File: src/rtl/dominos_input_ctrl_if.sv
`timescale 1ns/1ps
// -----------------------------------------------------------------------------
// dominos_input_ctrl_if
//
// Bundle of the cabinet-side signals of the Dominos input stage.
//   master : the host side (hps_io / test harness). It drives the PS/2 key
//            stream and both joysticks and observes the game inputs.
//   slave  : the input controller. It consumes the key/joystick stream and
//            drives the active-low game inputs.
//
// Signals
//   ps2_key[10:0]     [10] event toggle, [9] pressed, [8] extended, [7:0] code
//   joystick_0/1      bit0 right, 1 left, 2 down, 3 up, 4 coin,
//                     5 start 1P, 6 start 2P (active high)
//   coin1_n/coin2_n   shaped coin pulses (active low)
//   start1_n/start2_n start buttons (active low)
//   up/down/left/right 1/2 _n  player directions (active low)
// -----------------------------------------------------------------------------
interface dominos_input_ctrl_if;
  logic [10:0] ps2_key;
  logic [15:0] joystick_0;
  logic [15:0] joystick_1;

  logic        coin1_n;
  logic        coin2_n;
  logic        start1_n;
  logic        start2_n;
  logic        up1_n;
  logic        down1_n;
  logic        left1_n;
  logic        right1_n;
  logic        up2_n;
  logic        down2_n;
  logic        left2_n;
  logic        right2_n;

  modport master (
    output ps2_key, joystick_0, joystick_1,
    input  coin1_n, coin2_n, start1_n, start2_n,
           up1_n, down1_n, left1_n, right1_n,
           up2_n, down2_n, left2_n, right2_n
  );

  modport slave (
    input  ps2_key, joystick_0, joystick_1,
    output coin1_n, coin2_n, start1_n, start2_n,
           up1_n, down1_n, left1_n, right1_n,
           up2_n, down2_n, left2_n, right2_n
  );
endinterface

File: src/rtl/dominos_input_ctrl.sv
`timescale 1ns/1ps
// -----------------------------------------------------------------------------
// dominos_input_ctrl
//
// Cabinet input stage for the Dominos core. Decodes the PS/2 key event
// stream into one held bit per physical key, merges the keys with both
// joysticks, applies opposing-direction cancellation and shapes the two coin
// requests into fixed-width, rate-limited active-low pulses.
//
// Parameters
//   COIN_PULSE : coin output low time in clocks (1 .. 2^24-1)
//   COIN_GAP   : minimum high time after a pulse before re-arm (1 .. 2^24-1)
//
// Ports
//   clk_sys : system clock, all logic on its rising edge
//   reset   : asynchronous, active-high reset
//   bus     : slave side of dominos_input_ctrl_if (PS/2 key, joysticks in;
//             active-low coin/start/direction outputs)
// -----------------------------------------------------------------------------
module dominos_input_ctrl #(
  parameter int unsigned COIN_PULSE = 600000,
  parameter int unsigned COIN_GAP   = 600000
) (
  input  logic                 clk_sys,
  input  logic                 reset,
  dominos_input_ctrl_if.slave  bus
);

  // One bit per physical key, so two keys sharing a game function are
  // tracked independently.
  localparam int K_UP1      = 0;
  localparam int K_DOWN1    = 1;
  localparam int K_LEFT1    = 2;
  localparam int K_RIGHT1   = 3;
  localparam int K_COIN_A1  = 4;
  localparam int K_COIN_B2  = 5;
  localparam int K_COIN_A2  = 6;
  localparam int K_COIN_B2B = 7;
  localparam int K_START_F1 = 8;
  localparam int K_START_F2 = 9;
  localparam int K_START1_K = 10;
  localparam int K_START2_K = 11;
  localparam int K_UP2      = 12;
  localparam int K_DOWN2    = 13;
  localparam int K_LEFT2    = 14;
  localparam int K_RIGHT2   = 15;

  localparam logic [23:0] PULSE_LOAD = 24'(COIN_PULSE - 1);
  localparam logic [23:0] GAP_LOAD   = 24'(COIN_GAP - 1);

  typedef enum logic [1:0] {
    IDLE  = 2'd0,
    PULSE = 2'd1,
    GAP   = 2'd2,
    HOLD  = 2'd3
  } coin_state_t;

  // ---------------------------------------------------------------------------
  // PS/2 event detection and key map
  // ---------------------------------------------------------------------------
  logic        old_tog_q;
  logic        primed_q;
  logic        ps2_event;
  logic [7:0]  scan;
  logic        ext;
  logic        pressed;
  logic [15:0] key_sel;
  logic [15:0] keys_q;
  logic [15:0] keys_d;

  assign scan    = bus.ps2_key[7:0];
  assign ext     = bus.ps2_key[8];
  assign pressed = bus.ps2_key[9];

  // The first clock after reset only captures the toggle level; whatever
  // level hps_io held across reset is not a new event.
  assign ps2_event = primed_q & (bus.ps2_key[10] ^ old_tog_q);

  always_comb begin
    key_sel = '0;
    case (scan)
      // Cursor keys arrive with the E0 prefix, keypad keys without; both
      // drive player 1, so the extended bit is ignored here.
      8'h75: key_sel[K_UP1]    = 1'b1;
      8'h72: key_sel[K_DOWN1]  = 1'b1;
      8'h6B: key_sel[K_LEFT1]  = 1'b1;
      8'h74: key_sel[K_RIGHT1] = 1'b1;
      default: begin
        // Non-extended only: e.g. E0 14 (right ctrl) must not act as coin B.
        if (!ext) begin
          case (scan)
            8'h29: key_sel[K_COIN_A1]  = 1'b1;
            8'h14: key_sel[K_COIN_B2]  = 1'b1;
            8'h2E: key_sel[K_COIN_A2]  = 1'b1;
            8'h36: key_sel[K_COIN_B2B] = 1'b1;
            8'h05: key_sel[K_START_F1] = 1'b1;
            8'h06: key_sel[K_START_F2] = 1'b1;
            8'h16: key_sel[K_START1_K] = 1'b1;
            8'h1E: key_sel[K_START2_K] = 1'b1;
            8'h2D: key_sel[K_UP2]      = 1'b1;
            8'h2B: key_sel[K_DOWN2]    = 1'b1;
            8'h23: key_sel[K_LEFT2]    = 1'b1;
            8'h34: key_sel[K_RIGHT2]   = 1'b1;
            default: ;
          endcase
        end
      end
    endcase
    if (!ps2_event) begin
      key_sel = '0;
    end
  end

  assign keys_d = (keys_q & ~key_sel) | (key_sel & {16{pressed}});

  // ---------------------------------------------------------------------------
  // Merge of keys and joysticks
  // ---------------------------------------------------------------------------
  logic [15:0] joy0;
  logic [15:0] joy1;
  logic        p1_up, p1_down, p1_left, p1_right;
  logic        p2_up, p2_down, p2_left, p2_right;
  logic        start1, start2;
  logic [1:0]  req_d;

  logic        unused_joy;

  assign joy0 = bus.joystick_0;
  assign joy1 = bus.joystick_1;
  assign unused_joy = ^{joy0[15:7], joy1[15:7]};

  always_comb begin
    p1_up    = keys_q[K_UP1]    | joy0[3];
    p1_down  = keys_q[K_DOWN1]  | joy0[2];
    p1_left  = keys_q[K_LEFT1]  | joy0[1];
    p1_right = keys_q[K_RIGHT1] | joy0[0];

    p2_up    = keys_q[K_UP2]    | joy1[3];
    p2_down  = keys_q[K_DOWN2]  | joy1[2];
    p2_left  = keys_q[K_LEFT2]  | joy1[1];
    p2_right = keys_q[K_RIGHT2] | joy1[0];

    start1   = keys_q[K_START_F1] | keys_q[K_START1_K] | joy0[5] | joy1[5];
    start2   = keys_q[K_START_F2] | keys_q[K_START2_K] | joy0[6] | joy1[6];

    req_d[0] = keys_q[K_COIN_A1] | keys_q[K_COIN_A2]  | joy0[4];
    req_d[1] = keys_q[K_COIN_B2] | keys_q[K_COIN_B2B] | joy1[4];
  end

  // ---------------------------------------------------------------------------
  // Registered game inputs (active low) and coin request history
  // ---------------------------------------------------------------------------
  logic       start1_n_q, start2_n_q;
  logic       up1_n_q, down1_n_q, left1_n_q, right1_n_q;
  logic       up2_n_q, down2_n_q, left2_n_q, right2_n_q;
  logic [1:0] req_q;
  logic [1:0] req_prev_q;

  always_ff @(posedge clk_sys or posedge reset) begin
    if (reset) begin
      old_tog_q  <= 1'b0;
      primed_q   <= 1'b0;
      keys_q     <= '0;
      start1_n_q <= 1'b1;
      start2_n_q <= 1'b1;
      up1_n_q    <= 1'b1;
      down1_n_q  <= 1'b1;
      left1_n_q  <= 1'b1;
      right1_n_q <= 1'b1;
      up2_n_q    <= 1'b1;
      down2_n_q  <= 1'b1;
      left2_n_q  <= 1'b1;
      right2_n_q <= 1'b1;
      // Request history starts as "held": a coin held through reset must be
      // released and pressed again before it produces a pulse.
      req_q      <= 2'b11;
      req_prev_q <= 2'b11;
    end else begin
      old_tog_q  <= bus.ps2_key[10];
      primed_q   <= 1'b1;
      keys_q     <= keys_d;
      start1_n_q <= ~start1;
      start2_n_q <= ~start2;
      // Opposing directions pressed together cancel to "neither".
      up1_n_q    <= ~(p1_up    & ~p1_down);
      down1_n_q  <= ~(p1_down  & ~p1_up);
      left1_n_q  <= ~(p1_left  & ~p1_right);
      right1_n_q <= ~(p1_right & ~p1_left);
      up2_n_q    <= ~(p2_up    & ~p2_down);
      down2_n_q  <= ~(p2_down  & ~p2_up);
      left2_n_q  <= ~(p2_left  & ~p2_right);
      right2_n_q <= ~(p2_right & ~p2_left);
      req_q      <= req_d;
      req_prev_q <= req_q;
    end
  end

  // ---------------------------------------------------------------------------
  // Coin pulse shapers, one independent FSM per channel
  // ---------------------------------------------------------------------------
  logic [1:0] coin_pulse;

  for (genvar ch = 0; ch < 2; ch++) begin : g_coin
    coin_state_t state_q;
    logic [23:0] cnt_q;

    always_ff @(posedge clk_sys or posedge reset) begin
      if (reset) begin
        state_q <= IDLE;
        cnt_q   <= '0;
      end else begin
        case (state_q)
          IDLE: begin
            if (req_q[ch] && !req_prev_q[ch]) begin
              state_q <= PULSE;
              cnt_q   <= PULSE_LOAD;
            end
          end
          PULSE: begin
            if (cnt_q == 24'd0) begin
              state_q <= GAP;
              cnt_q   <= GAP_LOAD;
            end else begin
              cnt_q <= cnt_q - 24'd1;
            end
          end
          GAP: begin
            // A request still held at the end of the gap must be released
            // first; edges seen while busy are dropped, not queued.
            if (cnt_q == 24'd0) begin
              state_q <= req_q[ch] ? HOLD : IDLE;
            end else begin
              cnt_q <= cnt_q - 24'd1;
            end
          end
          HOLD: begin
            if (!req_q[ch]) begin
              state_q <= IDLE;
            end
          end
          default: state_q <= IDLE;
        endcase
      end
    end

    // Pure decode of the state register, so the pulse has no glitches.
    assign coin_pulse[ch] = (state_q == PULSE);
  end

  assign bus.coin1_n  = ~coin_pulse[0];
  assign bus.coin2_n  = ~coin_pulse[1];
  assign bus.start1_n = start1_n_q;
  assign bus.start2_n = start2_n_q;
  assign bus.up1_n    = up1_n_q;
  assign bus.down1_n  = down1_n_q;
  assign bus.left1_n  = left1_n_q;
  assign bus.right1_n = right1_n_q;
  assign bus.up2_n    = up2_n_q;
  assign bus.down2_n  = down2_n_q;
  assign bus.left2_n  = left2_n_q;
  assign bus.right2_n = right2_n_q;

endmodule

File: src/flat_wrapper.sv
// flat-port wrapper written by rule: the top's interface ports become plain ports
module dominos_input_ctrl_flat 
#(
  parameter int unsigned COIN_PULSE = 600000,
  parameter int unsigned COIN_GAP   = 600000
)
  (clk_sys, reset, bus_ps2_key, bus_joystick_0, bus_joystick_1, bus_coin1_n, bus_coin2_n, bus_start1_n, bus_start2_n, bus_up1_n, bus_down1_n, bus_left1_n, bus_right1_n, bus_up2_n, bus_down2_n, bus_left2_n, bus_right2_n);
  dominos_input_ctrl_if bus_i ();
  input  logic clk_sys;
  input  logic reset;
  input wire logic [$bits(bus_i.ps2_key)-1:0] bus_ps2_key;
  input wire logic [$bits(bus_i.joystick_0)-1:0] bus_joystick_0;
  input wire logic [$bits(bus_i.joystick_1)-1:0] bus_joystick_1;
  output wire logic [$bits(bus_i.coin1_n)-1:0] bus_coin1_n;
  output wire logic [$bits(bus_i.coin2_n)-1:0] bus_coin2_n;
  output wire logic [$bits(bus_i.start1_n)-1:0] bus_start1_n;
  output wire logic [$bits(bus_i.start2_n)-1:0] bus_start2_n;
  output wire logic [$bits(bus_i.up1_n)-1:0] bus_up1_n;
  output wire logic [$bits(bus_i.down1_n)-1:0] bus_down1_n;
  output wire logic [$bits(bus_i.left1_n)-1:0] bus_left1_n;
  output wire logic [$bits(bus_i.right1_n)-1:0] bus_right1_n;
  output wire logic [$bits(bus_i.up2_n)-1:0] bus_up2_n;
  output wire logic [$bits(bus_i.down2_n)-1:0] bus_down2_n;
  output wire logic [$bits(bus_i.left2_n)-1:0] bus_left2_n;
  output wire logic [$bits(bus_i.right2_n)-1:0] bus_right2_n;
  assign bus_i.ps2_key = bus_ps2_key;
  assign bus_i.joystick_0 = bus_joystick_0;
  assign bus_i.joystick_1 = bus_joystick_1;
  assign bus_coin1_n = bus_i.coin1_n;
  assign bus_coin2_n = bus_i.coin2_n;
  assign bus_start1_n = bus_i.start1_n;
  assign bus_start2_n = bus_i.start2_n;
  assign bus_up1_n = bus_i.up1_n;
  assign bus_down1_n = bus_i.down1_n;
  assign bus_left1_n = bus_i.left1_n;
  assign bus_right1_n = bus_i.right1_n;
  assign bus_up2_n = bus_i.up2_n;
  assign bus_down2_n = bus_i.down2_n;
  assign bus_left2_n = bus_i.left2_n;
  assign bus_right2_n = bus_i.right2_n;
  dominos_input_ctrl #(.COIN_PULSE(COIN_PULSE), .COIN_GAP(COIN_GAP)) u_core (.clk_sys(clk_sys), .reset(reset), .bus(bus_i));
endmodule
File: config.mk
export PLATFORM = sky130hd
export DESIGN_NAME = dominos_input_ctrl_flat
export DESIGN_NICKNAME = d
export VERILOG_FILES = /design/src/rtl/dominos_input_ctrl_if.sv /design/src/rtl/dominos_input_ctrl.sv /design/src/flat_wrapper.sv
export SDC_FILE = /design/constraint.sdc
export NUM_CORES = 1
export LEC_CHECK = 0
export CELL_PAD_IN_SITES_DETAIL_PLACEMENT = 1
export CELL_PAD_IN_SITES_GLOBAL_PLACEMENT = 2
export CORE_UTILIZATION = 35
export CTS_CLUSTER_SIZE = 8
export DETAILED_ROUTE_END_ITERATION = 8
export GPL_ROUTABILITY_DRIVEN = 0
export HOLD_SLACK_MARGIN = 0.08
export PLACE_DENSITY_LB_ADDON = 0.1
export SLEW_MARGIN = 40
export SYNTH_ARGS = -nofsm -noshare
export SYNTH_HDL_FRONTEND = slang
export SYNTH_SLANG_ARGS = --single-unit
File: constraint.sdc
create_clock -name clk_sys -period 5.7 [get_ports clk_sys]
set_clock_uncertainty 0.15 [all_clocks]
set_input_delay 1.14 -clock clk_sys [delete_from_list [all_inputs] [get_ports clk_sys]]
set_output_delay 1.14 -clock clk_sys [all_outputs]
set_load 0.01 [all_outputs]
Yosys cells after proc, flatten, opt, wreduce, memory -nomap -nowiden
Cells that the tools add are included.
{ "word_totals": {"output_inout_bits": 12, "wordCells": 159, "ff_bits": 84} }
{ "op_classes": {"n_reduce_logical": 15, "n_addsub": 2, "eq_ne": 32, "n_bitwise": 52, "mux": 39} }
{ "op_table": {"columns": ["op", "n"], "rows": [
  ["$mux 24", 6],
  ["$pmux 24 s3", 2],
  ["$eq 8x6->1 const B", 7],
  ["$logic_not 24->1", 2],
  ["$sub 24x1->24 const B", 2],
  ["$and 16x16->16", 2],
  ["$eq 8x7->1 const B", 4],
  ["$eq 8x5->1 const B", 3],
  ["$mux 12", 2],
  ["$mux 2", 10],
  ["$not 1->1", 20],
  ["$or 1x1->1", 18],
  ["$eq 8x3->1 const B", 2],
  ["$mux 1", 16],
  ["$mux 16", 1],
  ["$not 16->16", 1],
  ["$or 16x16->16", 1],
  ["$pmux 2 s4", 2],
  ["$ne 2x2->1 const B", 6],
  ["$and 1x1->1", 9],
  ["$eq 2x2->1 const B", 4],
  ["$ne 2x1->1 const B", 4],
  ["$reduce_and 4->1", 2],
  ["$reduce_and 3->1", 2],
  ["other kinds (7)", 12]
]} }

Longest topological paths before layout
Gate-level depths: netlist of the first run.
{ "depth": {"word_depth": 8, "depth_mapped": 8} }

Worst setup path before layout of the first run
Ideal clock, no wire load.
{ "synth_path": {"path_kind": "input port to flip-flop", "from": "input port bus_ps2_key[10]", "to": "register (tool-made name)", "required_time_ps": 5425, "setup_time_ps": 125, "path_buffers": 0, "t_arrival_ps": 2629, "setup_slack_ps": 2797, "cell_stages": 5, "path_cell_list": "xor2_1 -> nand3_1 -> or4b_2 -> nor4_1 -> mux2_2"} }
{ "synth_rtl": {"columns": ["element", "line_no", "source"], "rows": [
  ["start: declaration", "flat_wrapper.sv:11", "input wire logic [$bits(bus_i.ps2_key)-1:0] bus_ps2_key;"]
]} }

==> metrics.md, run 1 <==
| Metric | Value |
|---|---|
| Commonest non-fill, non-tap cells in the layout | dfrtp_1 (70), nor2_1 (51), clkdlybuf4s50_1 (38) |
| Worst R2R Setup Slack | approximately 2.6 ns |
| Via/cell ratio | roughly 5.7 |
| Iteration-0 DRC count of the detailed router | 146 |
| Critical Path RT | just under 6 ns |
| Max Fclk | between 300 and 400 MHz |
| Final setup fails | 0 |
| CTS buffer count | 9 |
| Critical R2R Capture | u_core.g_coin[0].cnt_q[13]$_DFFE_PP0P_ |
| Worst-Skew Late Latency | 0.35 ns |
| Die X | around 120 um |
| Worst Max-Slew Pin Slew | 0.7951 ns |
| WS Path Type | in -> reg |
| Rows | a little over 40 |
| Initial core utilization | a little over a third |
| Crit path time final | around 3.3 ns |
| Fraction of layout instances using a drive strength above 1 | 13.64% |
| # nets final | 582 |
| Fin crit share | between 50% and 60% |
| Routed WL per cell | around 17 um |
| Commonest non-fill, non-tap cell in the layout | dfrtp_1 |
| Slowest Stage Delay on Critical Path | roughly 0.69 ns |
| First-pass GRT wire length | approximately 21 mm |
| Synth Cell Area | between 4000 and 5000 um^2 |
| CTS max path bufs | 2 |
| Overflow after GRT | 0 |
| Antenna violations before repair | 0 |
| Asr flop ratio synth | 100.0% |
| Final Max Slew Viols | 0 |
| Syn Area/Cell | roughly 9.5 um^2 |
| Post-Syn Nets | ~550 |
| Worst path buffer plus inverter count | 1 |
| Post-synth EDFFs | 0 |
| Worst VDD drop | approximately 220 uV |
| WP data arrival | approximately 3.4 ns |
| Final HPWL DP | around 8.5 mm |
| Final worst slack | 2.412 ns |
| H-tree depth | 3 |
| Warning count from the yosys run | 0 |
| CP max stage cell | or4b_2 |
| Antenna Cells | 0 |
| Vias in the first global route | ~4,200 |
| CTS sink count | 84 |
| Hold Crit Class | reg -> reg |
| Worst r2r src | u_core.g_coin[0].cnt_q[16]$_DFFE_PP0P_ |
| Netlist cell types | 57 |
| Pwr per Cell Area | about 480 nW/um^2 |
| Clk root buf | clkbuf_16 |
| Largest net degree at the start of global routing | 49 |
| Hold Path Sink | u_core.req_prev_q[1]$_DFF_PP1_ |
| Post-synth top flop | dfrtp_1 |
| #FFs+latches synth | 84 |
| CP Cell Sequence | clkdlybuf4s50_1 > xor2_1 > nand3_1 > or4b_2 > nor4_1 > mux2_2 |
| TritonCTS clock tree | done |
| Post-CTS setup buffers | 0 |
| IO Pins | 57 |
| Placed Area | between 5000 and 6000 um^2 |
| 1st-pass router iterations | 4 |
| Post-Syn Instances | 486 |
| Max-cap violations | 0 |
| Core ar. | 12,720 um^2 |
| Input/output buffers | 38 |
| Reg2reg path depth | 6 |
| Worst-path clk slew | 0.06 ns |
| Cts-stage hold buffer count | 0 |
| Outcome | finished clean |
| Drt drc | 0 |
| Design Area, Final | 5529 um^2 |
| Area delta synth->final | 20.11% |
| CTS resizes | 0 |
| GRT Util Overall | 20.08% |
| Pleak | 2.228 nW |
| Die footprint | ~14,000 um^2 |
| Max_slew headroom | between 40% and 50% |
| RSZ-0062 raised after global routing | false |
| DRT antenna net count | 0 |
| Hold Startpoint | u_core.req_q[1]$_DFF_PP1_ |
| Fin Setup TNS | 0 ns |
| Critical Path Source Type | input port |
| Register area share after synthesis | between 40% and 50% |
| Dpl ws | around 2.0 ns |
| Routed wire length | 12.15 mm |
| Total number of vias | roughly 4,000 |
| CP delay by family, top | simple AND/OR/NAND/NOR gates |
| Worst hold path depth | 0 |
| Die height | 116.7 um |
| Crit-path max FO | 5 |
| Final hold viol count | 0 |
| Critical Path Sink Type | flop |
[how the worst max path moves through the flow]
stage	startpoint	end	slack, ns	cells after the start
after floorplan	reset	async pin	2.27	1
after global placement	bus_ps2_key[10]	flop	2.12	6
after detailed placement	bus_ps2_key[10]	flop	2.03	6
after CTS	bus_ps2_key[10]	flop	2.40	6
after global routing	bus_ps2_key[10]	flop	2.28	6
final	bus_ps2_key[10]	flop	2.41	6
[synthesized netlist by cell type (all sizes together), types with 3 or more instances]
cell type	number	area, um^2
inv	23	86.33
o31ai	8	65.06
nand2	25	93.84
dfstp	14	367.9
nand2b	4	25.02
o21a	5	37.54
o22ai	3	18.77
or4	13	101.4
o21ai	17	85.08
dfrtp	70	1752
o41ai	5	43.79
nor3	37	185.2
mux2	16	180.2
a22oi	22	165.2
nand4b	4	35.03
nor2	53	198.9
ha	14	175.2
or3	19	118.9
a211oi	3	22.52
nor4	19	118.9
o22a	5	43.79
nor4b	3	26.28
buf	6	30.03
nand4	8	50.05
clkbuf	11	41.29
and3	4	25.02
o211ai	3	22.52
nor3b	4	30.03
a21oi	28	140.1
or2	5	33.78
nand3	3	15.01
[logic make-up (layout without fill, tap and decap cells)]
logic type               after synthesis  in the layout  synth area share, %
XOR/XNOR                               2              2               0.3806
flip-flops                            84             84                46.05
AND/OR/NAND/NOR                      211            211                24.68
multiplexers                          18             18                4.349
buffers and inverters                 40             82                3.425
adder cells (fa/ha/maj)               14             14                3.805
AO/OA/AOI/OAI                        116            116                17.23
other                                  1              1              0.08147
[per-layer routing]
layer  GRT usage, %  vias up  part of all wire (%)
met5              0        -                     0
met4          4.557        0                  0.72
met3          5.708        7                   3.4
met2          33.21       61                    48
met1          26.02     2020                    48
li1               -     1900                     -
[final cells by class]
cell class	count	area [um^2]
fill	1500	7193
multi-input combinational	362	2364
sequential	84	2120
timing repair buffer	43	417.9
clock buffer	9	225.2
tap	172	215.2
clock inverter	7	100.1
inverter	23	87.58
[report_power, final]
group | internal, mW | switching, mW | leakage [nW]
sequential | 0.724 | 0.160 | 1.03
clock | 0.387 | 0.261 | 0.160
combinational | 0.432 | 0.714 | 1.04
total | 1.54 | 1.13 | 2.23
[stage by stage]
step                      utilization, %  total power, mW  hold WS (ns)  instances
after floorplan                        -            1.661        0.2169        486
after global placement             40.71            1.965        0.2351        684
after detailed placement           40.90            2.048        0.2360        684
after CTS                          43.46            2.709        0.2454        700
after global routing               43.46            2.883        0.2553        700
final                              43.46            2.677        0.2427        700
[worst register-to-register path, cell delays in order, from the launching register on]
cell      delay [ns]
dfrtp_1         0.46
or4_1           0.67
nand4b_1        0.41
o31ai_2         0.75
buf_4           0.34
nor2_1          0.08
nor3_1          0.19
Note: power is estimated with default switching activity, not from simulation.
==> run 2, diff against run 1 <==
- clock period: 5.7 -> 3.25 ns (I/O delays scaled with it)
==> run 2 against run 1 <==
  * Critical path depth unchanged
  * Register-to-register slack worse by 2.1 ns
  * Die area unchanged
  * Power up 76%
  * Non-clock buffer count up 12
  * Clock power up 68%
  * Final area up 1.1%
  * First-iteration DRC count up 16%
  * Sequential power up 74%
  * Utilization up 0.48 points
  * Sequential cell count unchanged
  * Count of clock-buffer cells in the layout up 3
  * Highest routed layer unchanged
==> metrics.md, run 2 (synthesis results as in run 1) <==
| Metric | Value |
|---|---|
| Outcome | finished clean |
| CTS buffer count | 9 |
| Total number of vias | about 4,000 |
| Worst-path clk slew | ~0.060 ns |
| Max_slew headroom | between 50% and 60% |
| WP data arrival | between 2 and 3 ns |
| Die height | 116.7 um |
| Die footprint | between 10,000 and 15,000 um^2 |
| Commonest non-fill, non-tap cells in the layout | dfrtp_1 (70), nor2_1 (53), clkdlybuf4s50_1 (38) |
| TritonCTS clock tree | done |
| WS Path Type | reg -> reg |
| Fin crit share | slightly below 90% |
| Routed WL per cell | between 15 and 20 um |
| Worst r2r src | u_core.g_coin[0].cnt_q[16]$_DFFE_PP0P_ |
| Worst path buffer plus inverter count | 1 |
| Clk root buf | clkbuf_16 |
| Final Max Slew Viols | 0 |
| DRT antenna net count | 0 |
| Max-cap violations | 0 |
| Initial core utilization | between 30 and 40% |
| H-tree depth | 3 |
| Crit path time final | 2.813 ns |
| Worst-Skew Late Latency | ~0.34 ns |
| Overflow after GRT | 0 |
| CTS max path bufs | 2 |
| Routed wire length | roughly 12 mm |
| Tot Pwr | 4.710 mW |
| Iteration-0 DRC count of the detailed router | 170 |
| Final setup fails | 0 |
| Post-CTS setup buffers | 0 |
| Hold Crit Class | reg -> reg |
| # nets final | about 590 |
| Critical Path RT | approximately 3.4 ns |
| Area delta synth->final | 21.45% |
| CP Depth | 6 |
| WHS | between 0.2 and 0.25 ns |
| CP max stage cell | or4_1 |
| Die X | roughly 120 um |
| Dpl ws | 0.2517 ns |
| Critical Path Sink Type | flop |
| CTS resizes | 0 |
| Pleak | around 2.3 nW |
| Launch point of the worst path | u_core.g_coin[0].cnt_q[16]$_DFFE_PP0P_ |
| Worst VDD drop | ~360 uV |
| Placed Cells incl. Taps | roughly 700 |
| Critical R2R Capture | u_core.g_coin[0].cnt_q[12]$_DFFE_PP0P_ |
| Final HPWL DP | 8.737 mm |
| Layout Cells excl Fill | about 710 |
| Max Fclk | 355.4 MHz |
| Via/cell ratio | around 5.6 |
| Final hold viol count | 0 |
| Fin Setup TNS | 0 ns |
| 1st-pass router iterations | 4 |
| IO Pins | 57 |
| Antenna Cells | 0 |
| Reg2reg path depth | 6 |
| Pwr per Cell Area | 842.5 nW/um^2 |
| GRT Util Overall | 19.75% |
| Largest net degree at the start of global routing | 54 |
| Drt drc | 0 |
| First-pass GRT wire length | 20.64 mm |
| Commonest non-fill, non-tap cell in the layout | dfrtp_1 |
| RSZ-0062 raised after global routing | false |
| CP Cell Sequence | or4_1 > nand4b_1 > o21ai_1 > buf_4 > o21ai_0 > a22oi_1 |
| Crit-path max FO | 15 |
| CP delay by family, top | simple AND/OR/NAND/NOR gates |
| Antenna violations before repair | 0 |
| CTS sink count | 84 |
| Cts-stage hold buffer count | 0 |
| Worst R2R Setup Slack | 0.44 ns |
| Slowest Stage Delay on Critical Path | roughly 0.66 ns |
| Rows | 41 |
| Input/output buffers | 38 |
| Final worst slack | 0.4366 ns |
| Fraction of layout instances using a drive strength above 1 | roughly 14% |
| Core ar. | roughly 13,000 um^2 |
| Fillers | 1,489 |
| Worst Setup EP | u_core.g_coin[0].cnt_q[12]$_DFFE_PP0P_ |
| Worst Max-Slew Pin Slew | 0.6691 ns |
| Critical Path Source Type | flop |
| Vias in the first global route | roughly 4,000 |
## run 2: final cells by class
type / count / area (um^2) / area share (%)
clock buffer: 12 / 236.5 / 4.230
multi-input combinational: 362 / 2337 / 41.81
tap: 172 / 215.2 / 3.850
inverter: 23 / 87.58 / 1.567
clock inverter: 4 / 73.82 / 1.321
sequential: 84 / 2120 / 37.91
timing repair buffer: 55 / 520.5 / 9.311
## run 2: power breakdown
| part | switching, mW | leakage [nW] | internal (mW) |
|---|---|---|---|
| combinational | 1.26 | 1.08 | 0.818 |
| sequential | 0.273 | 1.03 | 1.27 |
| clock | 0.416 | 0.151 | 0.674 |
| total | 1.95 | 2.27 | 2.76 |
## run 2: metal layers
metal	vias up	global-route usage [%]	part of all wire (%)
met5	-	0	0
met4	0	7.764	1.7
met3	14	3.217	2.9
met2	54	31.48	47
met1	1986	26.83	48
li1	1941	-	-
## run 2: worst min-delay path by stage
stage	from	to	slack [ns]	depth (start not counted)
6_report	u_core.req_q[0]$_DFF_PP1_	u_core.req_prev_q[0]$_DFF_PP1_	0.24	0
5_1_grt	u_core.req_q[0]$_DFF_PP1_	u_core.req_prev_q[0]$_DFF_PP1_	0.25	0
4_1_cts	u_core.req_q[0]$_DFF_PP1_	u_core.req_prev_q[0]$_DFF_PP1_	0.24	0
3_5_place_dp	u_core.req_q[0]$_DFF_PP1_	u_core.req_prev_q[0]$_DFF_PP1_	0.24	0
3_3_place_gp	u_core.req_q[0]$_DFF_PP1_	u_core.req_prev_q[0]$_DFF_PP1_	0.23	0
2_1_floorplan	flop	u_core.bus.start1_n$_DFF_PP1_	0.22	1
## run 2: per-stage QoR
step           area [um^2]  utilization, %
6_report              5590           43.94
5_1_grt               5590           43.94
4_1_cts               5584           43.89
3_5_place_dp          5274           41.45
3_3_place_gp          5274           41.45
2_1_floorplan         4603               -
